### config.mk
export PLATFORM = sky130hd
export DESIGN_NAME = bin2bcd_seq
export DESIGN_NICKNAME = d
export VERILOG_FILES = /design/src/rtl/bcd_pkg.sv /design/src/rtl/bcd_add3.sv /design/src/rtl/bin2bcd_seq.sv
export SDC_FILE = /design/constraint.sdc
export NUM_CORES = 1
export LEC_CHECK = 0
export CORE_AREA = 4 4 80 82
export DETAILED_ROUTE_END_ITERATION = 7
export DIE_AREA = 0 0 84 86
export HOLD_SLACK_MARGIN = 0.06
export PLACE_DENSITY = 0.75
export REMOVE_ABC_BUFFERS = 1
export SLEW_MARGIN = 10
export SYNTH_ARGS = -nofsm -noshare
export SYNTH_HDL_FRONTEND = slang
export SYNTH_SLANG_ARGS = --single-unit
### constraint.sdc
create_clock -name clk -period 1.85 [get_ports clk]
set_input_delay 0.37 -clock clk [delete_from_list [all_inputs] [get_ports clk]]
set_output_delay 0.37 -clock clk [all_outputs]
set_load 0.01 [all_outputs]
### src/rtl/bcd_pkg.sv
// -----------------------------------------------------------------------------
// bcd_pkg
//   Shared types and constants for the sequential binary-to-BCD converter.
//   - BCD_DIGIT_W : width of one packed BCD digit
//   - bcd_digit_t : one BCD digit
//   - b2b_state_t : converter FSM states
// -----------------------------------------------------------------------------
package bcd_pkg;

    localparam int BCD_DIGIT_W = 4;

    typedef logic [3:0] bcd_digit_t;

    typedef enum logic [1:0] {
        IDLE  = 2'd0,
        SHIFT = 2'd1,
        DONE  = 2'd2
    } b2b_state_t;

endpackage : bcd_pkg

### src/rtl/bcd_add3.sv
// -----------------------------------------------------------------------------
// bcd_add3
//   Combinational double-dabble digit correction: a digit of 5 or more gets +3
//   so that the following left shift carries correctly into the next decade.
//   Ports:
//     din  in   bcd_digit_t   digit before correction
//     dout out  bcd_digit_t   corrected digit (4-bit add, no carry out)
// -----------------------------------------------------------------------------
module bcd_add3
    import bcd_pkg::*;
(
    input  bcd_digit_t din,
    output bcd_digit_t dout
);

    // Add-3 correction; inputs are at most 9, so the 4-bit sum cannot wrap.
    always_comb begin
        if (din >= 4'd5) begin
            dout = din + 4'd3;
        end else begin
            dout = din;
        end
    end

endmodule : bcd_add3

### src/rtl/bin2bcd_seq.sv
// -----------------------------------------------------------------------------
// bin2bcd_seq
//   Sequential binary-to-BCD converter (shift-and-add-3). One WIDTH-bit
//   unsigned value is converted per request in WIDTH SHIFT cycles; the result
//   feeds 7-segment decoders directly, one digit per decoder.
//   Ports:
//     clk    in   1          clock, all state updates on posedge
//     rst    in   1          synchronous active-high reset
//     start  in   1          conversion request (accepted in IDLE or DONE)
//     bin    in   WIDTH      value to convert, sampled on the accepting edge
//     busy   out  1          high while converting (SHIFT state)
//     done   out  1          one-cycle pulse, bcd/ovf hold a new result
//     bcd    out  4*DIGITS   packed BCD result, digit0 in bits [3:0]
//     ovf    out  1          result exceeded DIGITS digits (bcd is wrapped)
// -----------------------------------------------------------------------------
module bin2bcd_seq
    import bcd_pkg::*;
#(
    parameter int WIDTH  = 16,
    parameter int DIGITS = 5
)
(
    input  logic                          clk,
    input  logic                          rst,
    input  logic                          start,
    input  logic [WIDTH-1:0]              bin,
    output logic                          busy,
    output logic                          done,
    output logic [BCD_DIGIT_W*DIGITS-1:0] bcd,
    output logic                          ovf
);

    localparam int BCD_W = BCD_DIGIT_W * DIGITS;
    localparam int SH_W  = BCD_W + WIDTH;
    localparam int CNT_W = $clog2(WIDTH + 1);
    localparam logic [CNT_W-1:0] CNT_LAST = CNT_W'(WIDTH - 1);

    b2b_state_t        state_q,   state_d;
    logic [CNT_W-1:0]  cnt_q,     cnt_d;
    logic [SH_W-1:0]   shreg_q,   shreg_d;
    logic              ovf_acc_q, ovf_acc_d;
    logic [BCD_W-1:0]  bcd_q,     bcd_d;
    logic              ovf_q,     ovf_d;
    logic              busy_q,    busy_d;
    logic              done_q,    done_d;

    logic [BCD_W-1:0]  adj_digits_s;
    logic [SH_W-1:0]   adj_s;
    logic [SH_W-1:0]   shifted_s;
    logic              out_bit_s;

    // Per-digit add-3 correction on the BCD half of the shift register.
    for (genvar gi = 0; gi < DIGITS; gi++) begin : g_add3
        bcd_add3 u_add3 (
            .din  (shreg_q[WIDTH + BCD_DIGIT_W*gi +: BCD_DIGIT_W]),
            .dout (adj_digits_s[BCD_DIGIT_W*gi +: BCD_DIGIT_W])
        );
    end

    // Corrected register, its left shift, and the bit pushed out of the top digit.
    always_comb begin
        adj_s     = {adj_digits_s, shreg_q[WIDTH-1:0]};
        shifted_s = {adj_s[SH_W-2:0], 1'b0};
        out_bit_s = adj_s[SH_W-1];
    end

    // Next-state and datapath logic.
    always_comb begin
        state_d   = state_q;
        cnt_d     = cnt_q;
        shreg_d   = shreg_q;
        ovf_acc_d = ovf_acc_q;
        bcd_d     = bcd_q;
        ovf_d     = ovf_q;
        case (state_q)
            IDLE, DONE: begin
                if (start) begin
                    state_d   = SHIFT;
                    cnt_d     = {CNT_W{1'b0}};
                    shreg_d   = {{BCD_W{1'b0}}, bin};
                    ovf_acc_d = 1'b0;
                end else begin
                    state_d   = IDLE;
                end
            end
            SHIFT: begin
                shreg_d   = shifted_s;
                ovf_acc_d = ovf_acc_q | out_bit_s;
                cnt_d     = cnt_q + CNT_W'(1);
                if (cnt_q == CNT_LAST) begin
                    // Last shift: publish the result including this edge's carry-out.
                    state_d = DONE;
                    bcd_d   = shifted_s[SH_W-1 -: BCD_W];
                    ovf_d   = ovf_acc_q | out_bit_s;
                end else begin
                    state_d = SHIFT;
                end
            end
            default: begin
                state_d = IDLE;
            end
        endcase
    end

    // Handshake outputs decoded from the next state so they register with it.
    always_comb begin
        busy_d = 1'b0;
        done_d = 1'b0;
        case (state_d)
            SHIFT:   busy_d = 1'b1;
            DONE:    done_d = 1'b1;
            default: begin
                busy_d = 1'b0;
                done_d = 1'b0;
            end
        endcase
    end

    // State and output registers with synchronous reset.
    always_ff @(posedge clk) begin
        if (rst) begin
            state_q   <= IDLE;
            cnt_q     <= {CNT_W{1'b0}};
            shreg_q   <= {SH_W{1'b0}};
            ovf_acc_q <= 1'b0;
            bcd_q     <= {BCD_W{1'b0}};
            ovf_q     <= 1'b0;
            busy_q    <= 1'b0;
            done_q    <= 1'b0;
        end else begin
            state_q   <= state_d;
            cnt_q     <= cnt_d;
            shreg_q   <= shreg_d;
            ovf_acc_q <= ovf_acc_d;
            bcd_q     <= bcd_d;
            ovf_q     <= ovf_d;
            busy_q    <= busy_d;
            done_q    <= done_d;
        end
    end

    assign busy = busy_q;
    assign done = done_q;
    assign bcd  = bcd_q;
    assign ovf  = ovf_q;

endmodule : bin2bcd_seq

Yosys cells after proc, flatten, opt, wreduce, memory -nomap -nowiden:

Index checks and enable logic that the tools add are counted.

* $add $sub $neg: 6
* multipliers: 0
* divide/modulo/power cells: 0
* magnitude comparators: 5
* equal/unequal tests: 6
* shift operators: 0
* multiplexer cells: 16
* bitwise logic cells: 1
* reduce and logical (&&, ||, !) cells: 5

Operator list (number)
* 36-bit one-hot mux with 2 select lines: 1
* 36-bit two-way mux: 1
* 4-bit by 2-bit adder with 4-bit output, second input constant: 5
* 4-bit by 3-bit >= comparator with 1-bit output, second input constant: 5
* 4-bit two-way mux: 5
* 5-bit one-hot mux with 2 select lines: 1
* 5-bit by 1-bit adder with 5-bit output, second input constant: 1
* 5-bit by 4-bit equality test with 1-bit output, second input constant: 1
* 5-bit two-way mux: 1
* 2-bit by 1-bit equality test with 1-bit output, second input constant: 2
* 2-bit equality test, second input constant: 2
* 1-bit two-way mux: 4
* 2-bit one-hot mux with 2 select lines: 1
* 2-bit AND reduction: 2
* 2-bit zero test: 1
* 2-bit two-way mux: 1
* 2-bit inequality test, second input constant: 1
* 1-bit one-hot mux with 2 select lines: 1
* 2-bit nonzero test: 1
* 2-bit OR reduction: 1
* 1-bit OR: 1

* register bits after elaboration: 67
* latch bits: 0
* RAM bits: 0
* ROM bits: 0
* input bits: 19
* memories: 0

Depth between registers and ports, before layout:

Gate-level depths: netlist (run 1).

* depth in word-level cells: 5
* gate-level depth with buffers: 8
* mapped depth without buffers: 7

Hierarchy:

Synthesis (run 1) repeated with hierarchy kept, for this count alone.

* cell total of the unflattened synthesis: 335
* area, all modules: 3007.9 µm²

By module, submodules not included
* bin2bcd_seq: times used 1, cells each 255, area an instance 2501.1 µm², sequential area each 1341.3 µm²
* bcd_add3: times used 5, cells each 16, area an instance 101.3 µm², sequential area each 0.0 µm²

Worst setup path before layout (run 1):

Ideal clock, no wire load.

* kind: register to register
* start point: reg cnt_q[0]
* end point: reg bcd_q[5], in the netlist bcd[5]
* library setup time: 0.057 ns
* arrival: 1.559 ns
* data required time: 1.793 ns
* slack: 0.234 ns
* cell stages (with the launch flop): 9
* path through: dfxtp_1 -> ha_1 -> and3_1 -> ha_1 -> and2_1 -> buf_4 -> buf_6 -> nor3b_1 -> a21o_1

* longest elaborated chain between the ends: 2

Ends and longest elaborated chain
* start: declaration: line bin2bcd_seq.sv:39 `logic [CNT_W-1:0] cnt_q, cnt_d;`
* start signal: assignment: line bin2bcd_seq.sv:123 `cnt_q <= {CNT_W{1'b0}};`
* start signal: assignment: line bin2bcd_seq.sv:132 `cnt_q <= cnt_d;`
* 5-bit by 4-bit equality test with 1-bit output: line bin2bcd_seq.sv:90 `if (cnt_q == CNT_LAST) begin`
* 2-bit AND reduction (no line)
* end signal: assignment: line bin2bcd_seq.sv:126 `bcd_q <= {BCD_W{1'b0}};`
* end: declaration: line bin2bcd_seq.sv:42 `logic [BCD_W-1:0] bcd_q, bcd_d;`

Every way passes these cells.
A chain may end at the register's enable or synchronous reset.

Worst setup path after layout (run 1):

Same ends and word-level chain as after synthesis.

==> impl_results.md, run 1 <==
* Status: completed
* Tightest Pin Transition at about 0.39 ns
* ANT cells at 0
* Initial Util at 51.76%
* Top delay family on crit path: simple AND/OR/NAND/NOR gates
* Most common cell after layout, fill and taps aside: dfxtp_1
* Worst Path Required at approximately 2.1 ns
* Final Instance Count excl. Fillers at 449
* CTS sink cnt at 67
* Post-synthesis simple-gate area fraction at about 19%
* Leakage at between 1 and 1.5 nW
* Root Buffer: clkbuf_8
* Antenna violations before repair at 0
* Hold-fix buffers at CTS at 0
* Min-delay src: rst
* Critical path class: flop to flop
* GRT Util Overall at a little under a fifth
* Main synth FF type: dfxtp_1
* Share of layout cells above drive strength 1 at between 10% and 20%
* Initial DRC Count at 140
* Reg2reg start: cnt_q[0]
* Die Width at 84 um
* Synth Warn # at 0
* Vias in the first global route at 2268
* Endpoints failing hold at 0
* Post-Synth XOR/XNOR Area at between 1.5 and 2%
* Crit path depth at 7
* Crit path time final at approximately 1.6 ns
* Storage cell area at between 1000 and 1500 um2
* Core area at between 5000 and 6000 um2
* Vias per inst at about 5.3
* Maximum vdd drop at 0.4571 mV
* Post-DR wirelength/cell at around 14 um
* First-pass GRT wire length at between 10000 and 15000 um
* Buffers & Inverters on Critical Path at 1
* Pwr Density at about 790 nW/um2
* H-tree Lvls at 3
* Routed WL at approximately 6300 um
* Clock transition at path regs at around 0.070 ns
* Setup crit end kind: flop
* Synthesized area per cell at roughly 9 um2
* Max Slew Vio Count at 0
* Post-synth EDFFs at 0
* Most frequent cells in the layout: dfxtp_1, clkdlybuf4s50_1, a21oi_1, nand2_1, nor2_1
* RSZ-0062 raised after global routing: false
* WHS Endpoint: shreg_q[31]
* Final instance area at 3641 um2
* Hold Slack at roughly 0.4 ns
* Worst-Skew Late Latency at between 0.3 and 0.4 ns
* Worst reg2reg endpoint: bcd[5]
* Worst path cell trace: ha_1 > and3_1 > ha_1 > and2_4 > buf_4 > nor3b_1 > a21o_1
* Max Buffers Root-to-Sink at 2
* Complex-gate fraction of the synthesized area at a little over a fifth
* Seq cells post-synth at 67
* I/O Buffers at 41
* Post-synthesis adder-cell area fraction at under 10%
* Worst R2R Path Depth at 7
* Placed cell count at 433
* Inserted Clock Buffers at 9
* Clk_skew at 0.006425 ns
* Area Growth Syn to Fin at 22.42%
* Worst path max stage delay at roughly 0.34 ns
* Mapped cell area at ~3000 um2
* Crit-path max FO at 10
* Fill cell count at 507
* # DRC at 0
* Netlist cell types at 36
* Final Cycle Share at between 80% and 90%
* Grt ovf at 0
* Fin util at 63.37%
* Total setup buffers inserted after CTS at 0
* Hold WC Path Type: input pin to flop
* Worst hold stages at 2
* CP max stage cell: dfxtp_1
* Fmax at ~600 MHz
* Max Cap Viol at 0
* Die Span Y at around 86 um
* Detail Placement HPWL at around 4500 um
* Synth Instances at 323
* GPL Wtd Cong at 0.8056
* CTS resizes at 0
* CP arrival at about 1.9 ns
* CTS tree: done
* Pre-Repair DR Iteration Count at 4
* Largest family of logic cells by synthesized area: compound AO/OA/AOI/OAI gates
* CP Launch Type: flop
* ANT nets after route at 0
* Slew HR at 73.71%
* Row cnt at 28
* I/O pins at 42
* R2r setup slk at ~0.21 ns
* Vias at ~2400
* Most frequent CP cell: ha_1
* Die Area at between 7000 and 8000 um2
* Finish-stage setup viols at 0
* Largest net degree at the start of global routing at 18
* Net count, final at 400
* Post-layout total power at 2.863 mW
* Multi-input gate area at between 1000 and 1500 um2
* Placed cell area at about 3400 um2
* Register area share after synthesis at a little under half
* Post-synth ARST share at 0%
* Multiplexer area fraction after synthesis at about 2%
[kinds of logic after synthesis]
kind of cell    after synthesis
xor+xnor                      6
compound gates               97
flops                        67
simple gates                103
fa+ha+maj                    12
mux                           6
buf+inv                      32
[synthesized netlist by cell type, types with 7 or more instances]
library cell | count | share of area (%)
a22o_1 | 7 | 2.1
a21oi_1 | 28 | 4.7
a21o_1 | 12 | 3.0
nand2_1 | 26 | 3.3
inv_1 | 13 | 1.6
nor3_1 | 11 | 1.9
nor3b_1 | 17 | 4.3
o21ai_0 | 21 | 3.5
dfxtp_1 | 67 | 45
ha_1 | 12 | 5.0
a22oi_1 | 18 | 4.5
nor2_1 | 24 | 3.0
[worst max path at each step]
stage,end,slack (ns),start
6_report,bcd[5],0.21,cnt_q[0]
5_1_grt,bcd[12],0.06,cnt_q[0]
4_1_cts,bcd[5],0.15,cnt_q[0]
3_5_place_dp,shreg_q[19],0.15,start
3_3_place_gp,cnt_q[2],0.18,start
2_1_floorplan,bcd[1],-0.06,state_q[0]
[where the power goes]
part           switching, mW  leakage, nW  internal (mW)
Combinational          0.123        0.745         0.0995
Clock                  0.531       0.0971          0.619
Sequential            0.0179        0.543           1.47
Total                  0.672         1.38           2.19
[sequential cells by signal (all words and copies together) (netlist names)]
name	flops
state_q	2
ovf	1
shreg_q	36
busy	1
bcd	20
done	1
cnt_q	5
ovf_acc_q	1
[per-stage QoR]
step	TNS, ns	worst slack, ns
2_1_floorplan	-0.3905	-0.05678
3_3_place_gp	0	0.1834
3_5_place_dp	0	0.1541
4_1_cts	0	0.1492
5_1_grt	0	0.05784
6_report	0	0.2071
[layout make-up]
cell class,count,share of cell area [%]
flip-flops and latches,67,36.84
repair buffers,53,13.95
inverters,14,1.443
clock buffers,11,3.608
clock inverters,5,1.478
multi-input cells,224,40.10
well taps,75,2.577
[routing by layer]
layer	track usage, %	share of wire [%]
met5	0	0
met4	9.064	1.4
met3	3.458	3.4
met2	28.92	46
met1	23.32	49
Note: power is estimated with default switching activity, not from simulation.
==> run 2: changes to the inputs <==
--- a/config.mk
+++ b/config.mk
@@ -5,11 +5,12 @@
 export SDC_FILE = /design/constraint.sdc
 export NUM_CORES = 1
 export LEC_CHECK = 0
-export CORE_AREA = 4 4 80 82
+export ABC_AREA = 1
+export CORE_AREA = 4 4 81 83
 export DETAILED_ROUTE_END_ITERATION = 7
-export DIE_AREA = 0 0 84 86
+export DIE_AREA = 0 0 85 87
 export HOLD_SLACK_MARGIN = 0.06
-export PLACE_DENSITY = 0.75
+export PLACE_DENSITY = 0.76
 export REMOVE_ABC_BUFFERS = 1
 export SLEW_MARGIN = 10
 export SYNTH_ARGS = -nofsm -noshare
==> run 2 against run 1 <==
  * Register-to-register slack got worse by 0.06 ns
  * First-iteration DRC count unchanged
  * Die area grew 2.4%
  * Global-route usage increased by 1.4 points
  * Area after synthesis rose by 5.7%
  * Setup slack got worse by 0.062 ns
  * Power grew 9.4%
  * Via count rose by 21%
  * Largest power group unchanged
==> impl_results.md, run 2 <==
* Root Buffer: clkbuf_8
* Endpoints failing hold at 0
* Slew HR at 72.59%
* Min-delay src: cnt_q[0]
* Worst reg2reg endpoint: bcd[0]
* Critical path class: flop to flop
* Seq cells post-synth at between 60 and 70
* DP Worst Slack at around 0.17 ns
* Max Buffers Root-to-Sink at 2
* ANT nets after route at 0
* Final worst slack at about 0.15 ns
* Final Instance Count excl. Fillers at roughly 560
* Pwr Density at 800.8 nW/um2
* Worst Path Required at roughly 2.1 ns
* Row cnt at 28
* Reg2reg start: cnt_q[1]
* Setup crit end kind: flop
* Largest net degree at the start of global routing at about 40
* Initial DRC Count at 140
* CP arrival at just under 2 ns
* Synth top area cells: dfxtp_1, nand2_1, nand3_1
* Main synth FF type: dfxtp_1
* Crit-path max FO at 7
* Buffers & Inverters on Critical Path at 3
* Final Cycle Share at roughly 90%
* Vias per inst at just over 5
* Fin util at approximately 67%
* Placed cell count at 541
* Clk_skew at just over 0.009 ns
* Status: completed
* Post-layout total power at 3.133 mW
* Worst-Skew Late Latency at between 0.3 and 0.4 ns
* Crit path time final at between 1.5 and 2 ns
* WHS Endpoint: cnt_q[0]
* Detail Placement HPWL at between 4000 and 5000 um
* Core area at roughly 5900 um2
* CTS tree: done
* Vias at 2906
* GRT Util Overall at 19.45%
* Grt ovf at 0
* I/O pins at 42
* Most common cell after layout, fill and taps aside: nand2_1
* Pre-Repair DR Iteration Count at 5
* GPL Wtd Cong at 0.8269
* # DRC at 0
* R2r setup slk at ~0.15 ns
* CTS sink cnt at 67
* Post-DR wirelength/cell at 12.12 um
* Top delay family on crit path: simple AND/OR/NAND/NOR gates
* Max Cap Viol at 0
* Leakage at ~1.6 nW
* Top reg by flops: shreg_q
* Hold WC Path Type: flop to flop
* Die Width at approximately 85 um
* Net count, final at roughly 510
* Max Slew Vio Count at 0
* Fmax at about 600 MHz
* Final TNS setup at 0 ns
* H-tree Lvls at 3
* Post-synth EDFFs at 0
* Synthesized area per cell at roughly 7.3 um2
* Mapped cell area at 3144 um2
* Initial Util at a little over half
* Worst path max stage delay at 0.36 ns
* First-pass GRT wire length at around 12000 um
* Most frequent CP cell: nand2_1
* Netlist cell types at 28
* I/O Buffers at 41
* Finish-stage setup viols at 0
* Tightest Pin Transition at approximately 0.41 ns
* Post-synth top cells: nand2_1, dfxtp_1, inv_1, nand3_1, a21oi_1
* Post-synth top area cell: dfxtp_1
* Antenna violations before repair at 0
* Worst path cell trace: ha_1 > nand2_1 > nor2_1 > ha_2 > inv_1 > nor2_4 > clkinvlp_4 > buf_2 > nand3_1 > nand2_1
* Die Span Y at about 87 um
* Worst R2R Path Depth at 10
* Post-synth ARST share at 0%
* Register area share after synthesis at between 40 and 50%
* CP Launch Type: flop
* Count leader, synth: nand2_1
* Synth top area share at between 40% and 50%
* ANT cells at 0
* Die Area at 7395 um2
* Maximum vdd drop at ~0.45 mV
* CP max stage cell: dfxtp_1
* Most frequent cells in the layout: nand2_1, dfxtp_1, inv_1, clkdlybuf4s50_1, nand3_1
* Crit path depth at 10
* Synth Instances at between 400 and 500
* Inserted Clock Buffers at 9
* Synth Warn # at 0
* Clock transition at path regs at 0.08 ns
* Max reg flops at 36
* Routed WL at 6814 um
* Area Growth Syn to Fin at 24.43%
* Worst hold stages at 1
* Vias in the first global route at approximately 2700
* Share of layout cells above drive strength 1 at 9.446%
[run 2: where the power goes]
group	internal (mW)	leakage [nW]	switching, mW
logic	0.103	0.981	0.125
registers	1.47	0.543	0.0186
clock network	0.837	0.112	0.576
total	2.41	1.64	0.719
[run 2: worst max-delay path by stage]
stage                        start        end  slack (ns)
after floorplan           cnt_q[0]     bcd[1]        0.10
after global placement         rst  ovf_acc_q        0.23
after detailed placement  cnt_q[0]     bcd[8]        0.17
after CTS                 cnt_q[0]     bcd[8]        0.15
after global routing      cnt_q[1]    bcd[14]       -0.02
final                     cnt_q[1]     bcd[0]        0.15
[run 2: cell type report]
cell class | instances | area, um2
fillers | 508 | 1938
multi-input cells | 298 | 1483
flip-flops and latches | 67 | 1343
repair buffers | 57 | 565.5
inverters | 49 | 192.7
clock buffers | 11 | 151.4
well taps | 75 | 93.84
clock inverters | 5 | 83.83
[run 2: cells by family (layout without fill, tap and decap cells)]
group,after synthesis,after routing,share of synthesized area (%)
AND/OR/NAND/NOR,211,211,28.09
AO/OA/AOI/OAI,73,73,13.57
buffers and inverters,68,122,10.27
flip-flops,67,67,42.66
adder cells (fa/ha/maj),12,12,4.775
multiplexers,2,2,0.6367
[run 2: repair_timing]
action | 4_1_cts | 5_1_grt
endpoints found under the setup margin | 0 | 2
gates resized for setup | 0 | 4
hold buffers | 0 | 0
buffers inserted | 0 | 5
[run 2: through the flow]
stage	hold WS (ns)	cell area [um2]
floorplan	0.4324	3008
CTS	0.4721	3867
global placement	0.4600	3632
finish	0.4545	3913
detailed placement	0.4620	3632
global route	0.4662	3913
[run 2: worst register-to-register path: cells and delay by family (launching register included)]
family | cells | cell delay (ns)
simple gates | 5 | 0.45
buf+inv | 3 | 0.44
fa+ha+maj | 2 | 0.37
flops | 1 | 0.36
[run 2: metal layers]
metal	GRT usage [%]	up-vias	routed length (um)
li1	-	1503	-
met1	23.49	1311	3169
met2	32.34	68	3124
met3	3.406	24	287
met4	11.65	0	233
met5	0	-	0
